<file path="src/rtl/prewish5k_btnpoll.sv">
// prewish5k_btnpoll
//   Mentor-side button poller. Every POLL_PERIOD idle cycles it issues a
//   one-cycle request strobe to a student, then waits up to TIMEOUT cycles
//   for a one-cycle reply carrying a status byte. Captured bit0 edges
//   produce press/release pulses. A missing reply produces a timeout pulse.
//
// Ports
//   CLK_I      sole clock, rising edge
//   RST_I      asynchronous, active-high reset
//   STB_O      request strobe to student (one cycle per poll)
//   DAT_O      input-select mask to student, constant 8'h01
//   STB_I      student reply strobe
//   DAT_I      student status byte, valid with STB_I
//   o_state    last captured status byte
//   o_press    one-cycle pulse on captured bit0 0->1
//   o_release  one-cycle pulse on captured bit0 1->0
//   o_timeout  one-cycle pulse when a poll gets no reply
//   o_count    press counter
//
// Build option
//   PREWISH5K_PRESS_COUNT_EN  when defined, o_count counts presses (mod 256);
//                             otherwise o_count is tied to 8'h00.
//
// state  | meaning
// IDLE   | poll timer counting down to the next request
// REQ    | STB_O high for this cycle; reply window armed
// WAIT   | waiting for STB_I or for the timeout counter to expire

module prewish5k_btnpoll #(
  parameter int POLL_PERIOD = 100000,
  parameter int POLL_BITS   = 17,
  parameter int TIMEOUT     = 15,
  parameter int TO_BITS     = 4
) (
  input  logic       CLK_I,
  input  logic       RST_I,
  output logic       STB_O,
  output logic [7:0] DAT_O,
  input  logic       STB_I,
  input  logic [7:0] DAT_I,
  output logic [7:0] o_state,
  output logic       o_press,
  output logic       o_release,
  output logic       o_timeout,
  output logic [7:0] o_count
);

  localparam logic [POLL_BITS-1:0] POLL_RELOAD = POLL_BITS'(POLL_PERIOD - 1);
  localparam logic [TO_BITS-1:0]   TO_RELOAD   = TO_BITS'(TIMEOUT - 1);

  typedef enum logic [1:0] {
    S_IDLE = 2'b00,
    S_REQ  = 2'b01,
    S_WAIT = 2'b10
  } state_t;

  state_t               state;
  logic [POLL_BITS-1:0] poll_cnt;
  logic [TO_BITS-1:0]   to_cnt;

  assign DAT_O = 8'h01;

  always_ff @(posedge CLK_I or posedge RST_I) begin
    if (RST_I) begin
      state     <= S_IDLE;
      poll_cnt  <= POLL_RELOAD;
      to_cnt    <= '0;
      STB_O     <= 1'b0;
      o_state   <= 8'h00;
      o_press   <= 1'b0;
      o_release <= 1'b0;
      o_timeout <= 1'b0;
`ifdef PREWISH5K_PRESS_COUNT_EN
      o_count   <= 8'h00;
`endif
    end else begin
      // Pulses and the strobe default low; each is raised for one cycle only.
      STB_O     <= 1'b0;
      o_press   <= 1'b0;
      o_release <= 1'b0;
      o_timeout <= 1'b0;
      case (state)
        S_IDLE: begin
          if (poll_cnt == '0) begin
            state <= S_REQ;
            STB_O <= 1'b1;
          end else begin
            poll_cnt <= poll_cnt - 1'b1;
          end
        end
        S_REQ: begin
          to_cnt <= TO_RELOAD;
          state  <= S_WAIT;
        end
        S_WAIT: begin
          // A reply wins over expiry, even on the last cycle of the window.
          if (STB_I) begin
            o_state   <= DAT_I;
            o_press   <= DAT_I[0] & ~o_state[0];
            o_release <= ~DAT_I[0] & o_state[0];
`ifdef PREWISH5K_PRESS_COUNT_EN
            if (DAT_I[0] & ~o_state[0])
              o_count <= o_count + 8'd1;
`endif
            poll_cnt  <= POLL_RELOAD;
            state     <= S_IDLE;
          end else if (to_cnt == '0) begin
            o_timeout <= 1'b1;
            poll_cnt  <= POLL_RELOAD;
            state     <= S_IDLE;
          end else begin
            to_cnt <= to_cnt - 1'b1;
          end
        end
        default: begin
          poll_cnt <= POLL_RELOAD;
          state    <= S_IDLE;
        end
      endcase
    end
  end

`ifndef PREWISH5K_PRESS_COUNT_EN
  assign o_count = 8'h00;
`endif

endmodule

</file>
<file path="config.mk">
export PLATFORM = sky130hd
export DESIGN_NAME = prewish5k_btnpoll
export DESIGN_NICKNAME = d
export VERILOG_FILES = /design/src/rtl/prewish5k_btnpoll.sv
export SDC_FILE = /design/constraint.sdc
export NUM_CORES = 1
export LEC_CHECK = 0
export CORE_AREA = 10 10 69 77
export CTS_CLUSTER_SIZE = 24
export DETAILED_ROUTE_END_ITERATION = 7
export DIE_AREA = 0 0 79 87
export GPL_TIMING_DRIVEN = 0
export PLACE_DENSITY_LB_ADDON = 0.05
export SETUP_SLACK_MARGIN = 0.3
export SLEW_MARGIN = 20
export SYNTH_ARGS = -nofsm -noshare
export SYNTH_HDL_FRONTEND = slang
export SYNTH_SLANG_ARGS = --single-unit
</file>
<file path="constraint.sdc">
create_clock -name CLK_I -period 2.42 [get_ports CLK_I]
set_input_delay 0.363 -clock CLK_I [delete_from_list [all_inputs] [get_ports CLK_I]]
set_output_delay 0.363 -clock CLK_I [all_outputs]
set_load 0.005 [all_outputs]
</file>
==> summary.md <==
| Metric | Value |
|---|---|
| Status | `finished clean` |
| Worst Reg-to-Reg Cells | `6` |
| Nets@finish | `approximately 240` |
| CTS tree | `built` |
| Rows | `24` |
| Largest net degree at the start of global routing | `36` |
| Fmax | `about 0.48 GHz` |
| Post-route setup slack | `0.329 ns` |
| Worst Tran Pin Value | `~0.7 ns` |
| Mux share of post-synthesis cell area | `0.0493` |
| Post-Syn Instances | `approximately 170` |
| Met2 routed WL | `between 2 and 2.5 mm` |
| Critical Path Start Type | `flip-flop` |
| Grt ovf | `0` |
| Initial DRC Count | `approximately 50` |
| Critical Path RT | `around 2.6 ns` |
| Global-route wire length before repair | `about 7.1 mm` |
| Detailed-route DRC error count | `0` |
| Area of the multi-input gates | `about 900 µm²` |
| Initial core utilization | `0.475` |
| # setup viols final | `0` |
| Max-slew violations | `0` |
| Vias in the first global route | `between 1k and 1.5k` |
| Final ANT Viol Nets | `0` |
| Fill cells | `around 370` |
| CTS H-tree lvls | `2` |
| Register area share after synthesis | `0.487` |
| Adder-Cell Fraction of Synth Area | `0.0137` |
| RSZ-0062 raised after global routing | `yes` |
| Async SR Flop Fraction | `1.00` |
| Die X | `79 µm` |
| Via count | `around 1.4k` |
| Main combinational cell family by area after synthesis | `simple AND/OR/NAND/NOR gates` |
| Pwr dens | `~740 nW/µm²` |
| Clock-pin slew on the worst setup and hold paths | `around 0.07 ns` |
| Final core occ | `0.625` |
| Area contributors post-synth | `dfrtp_1 34%, dfstp_2 14%, buf_4 6.6%` |
| Hold-fix buffers at CTS | `0` |
| GRT Total Usage | `0.130` |
| Post-synth top area share | `0.343` |
| Area share of and/or/nand/nor cells after synthesis | `0.210` |
| Max-Cap Viols | `0` |
| IO Pins | `39` |
| Final hold violation count | `0` |
| HP Class | `flip-flop to flip-flop` |
| M1 WL | `1.67 mm` |
| Routed wire length | `4.09 mm` |
| Number of flops mapped to enable cells by yosys | `0` |
| Area growth, synth to finish | `31.7%` |
| Drt wl/cell | `between 10 and 15 µm` |
| Mapped cell area | `about 1800 µm²` |
| Fin crit share | `0.864` |
| XOR/XNOR share of the synthesized area | `0.0432` |
| CTS Buf Count | `5` |
| Crit Path Max Fanout | `8` |
| Met3 WL | `155 µm` |
| CTS root buffer | `clkbuf_8` |
| Via density | `5.01` |
| Highest Signal Layer | `met4` |
| Worst-Skew Late Latency | `just under 0.3 ns` |
| Prevailing post-synth register cell | `dfrtp_1` |
| GPL Wtd Cong | `between 0.8 and 0.9` |
| Fin crit period | `between 2 and 2.5 ns` |
| Maximum VDD drop | `~0.42 mV` |
| DP HPWL | `2.98 mm` |
| WS Path Type | `flip-flop to flip-flop` |
| Kind of end point of the critical path | `flip-flop` |
| CTS max path bufs | `2` |
| Clock sink count | `35` |
| Unique masters post-synth | `43` |
| Tot Pwr | `about 0.0018 W` |
| Complex-gate fraction of the synthesized area | `0.102` |
| Internal reg-to-reg setup slack | `about 0.33 ns` |
| Initial antenna violation count | `0` |
| Rel. slew slack | `0.529` |
| Synth area leader | `dfrtp_1` |
| Setup Skew | `about 0.0035 ns` |
| Die Y-Extent | `approximately 87 µm` |
| Setup slack at placement | `-0.0369 ns` |
| Cells on Worst Hold Path | `2` |
| Core area | `3840 µm²` |
| Die Footprint | `6870 µm²` |
| Flops & latches, synth | `35` |
| Antenna cell count | `0` |
| Worst Path Arrival | `about 2.3 ns` |
| Yosys Warn Count | `0` |
| Avg Cell Area, Syn | `between 10 and 15 µm²` |
| Share of cells above drive strength 1 | `0.316` |
| FF+latch area | `around 900 µm²` |
| DR pass1 iterations | `4` |
| Port bufs | `22` |
| Leak | `1.05 nW` |
repair_timing:
action / in CTS / in global routing
pin swaps: 3 / 5
gates resized for setup: 11 / 8
cloned: 1 / 0
setup buffers: 4 / 2
hold endpoints to repair: 0 / 0
endpoints found under the setup margin: 13 / 16
synthesized netlist by cell type, types with 3 or more instances:
master	number
nor4_1	3
nor3_1	7
dfstp_2	10
buf_4	16
a211oi_1	4
nor2_1	20
and2_1	5
mux2_2	8
dfrtp_1	25
xnor2_1	9
a31oi_1	3
inv_1	7
nand2_1	10
o21ai_1	3
nor3b_1	4
cell families (layout without fill, tap and decap cells):
group	Yosys count	in the layout
AOI/OAI and AO/OA	25	25
xor gates and xnor gates	9	9
adders and majority gates	2	2
buffers and inverters	26	63
DFF	35	35
muxes	8	8
other	2	16
and+or+nand+nor	67	67
sequential cells by signal, indices dropped and copies added, names as in the netlist:
| name | cells |
|---|---|
| STB_O | 1 |
| o_press | 1 |
| o_release | 1 |
| o_state | 8 |
| o_timeout | 1 |
| poll_cnt | 17 |
| state | 2 |
| to_cnt | 4 |
through the flow:
step | TNS, ns | cell area, µm² | instances | hold slack [ns]
2_1_floorplan | 0 | 1880 | 188 | 0.433
3_3_place_gp | -0.0821 | 2160 | 262 | 0.457
3_5_place_dp | -0.104 | 2160 | 262 | 0.472
4_1_cts | 0 | 2360 | 275 | 0.483
5_1_grt | 0 | 2400 | 277 | 0.512
6_report | 0 | 2400 | 277 | 0.479
final timing paths:
check / startpoint / endpoint
worst max register to register: poll_cnt[11] / poll_cnt[13]
worst max-delay path: poll_cnt[11] / poll_cnt[13]
worst min register to register: poll_cnt[16] / poll_cnt[16]
worst min-delay path: poll_cnt[16] / poll_cnt[16]
min in group asynchronous: RST_I / o_timeout
max in group asynchronous: RST_I / poll_cnt[8]
cell usage in the layout (no fill, tap or decap), types with 3 or more instances in the layout:
cell type,count
clkbuf_8,6
a31oi_1,3
xnor2_1,9
a211oi_1,3
inv_2,3
mux2_2,8
nand2_1,10
conb_1,16
and2_1,5
nor3_1,7
nor2_1,20
dfrtp_1,25
clkdlybuf4s50_1,22
inv_1,4
buf_4,23
dfstp_2,10
per-layer routing:
layer  vias up  global-route usage
met5         -                   0
met4         0              0.0392
met3         6              0.0455
met2        18               0.223
met1       685               0.148
li1        679                   -
critical path, cell delays in order (launching register included):
cell and delay [ns]:
dfrtp_1 0.42, or4_4 0.58, nor4_4 0.41, a21oi_4 0.15, buf_6 0.17, a21bo_1 0.17
a21oi_2 0.11
report_power, final:
part | switching [W] | leakage [nW] | internal, W
registers | 0.000110 | 0.428 | 0.000730
logic | 0.000174 | 0.557 | 0.000218
clock network | 0.000213 | 0.0612 | 0.000333
area by class of cell:
class / instances / area share
Timing Repair Buffer: 29 / 0.113
Tap cell: 52 / 0.0271
Clock inverter: 2 / 0.0146
Clock buffer: 6 / 0.0344
Multi-Input combinational cell: 127 / 0.371
Buffer: 19 / 0.0588
Sequential cell: 35 / 0.370
Inverter: 7 / 0.0109
Power figures use the tool's default switching activity.
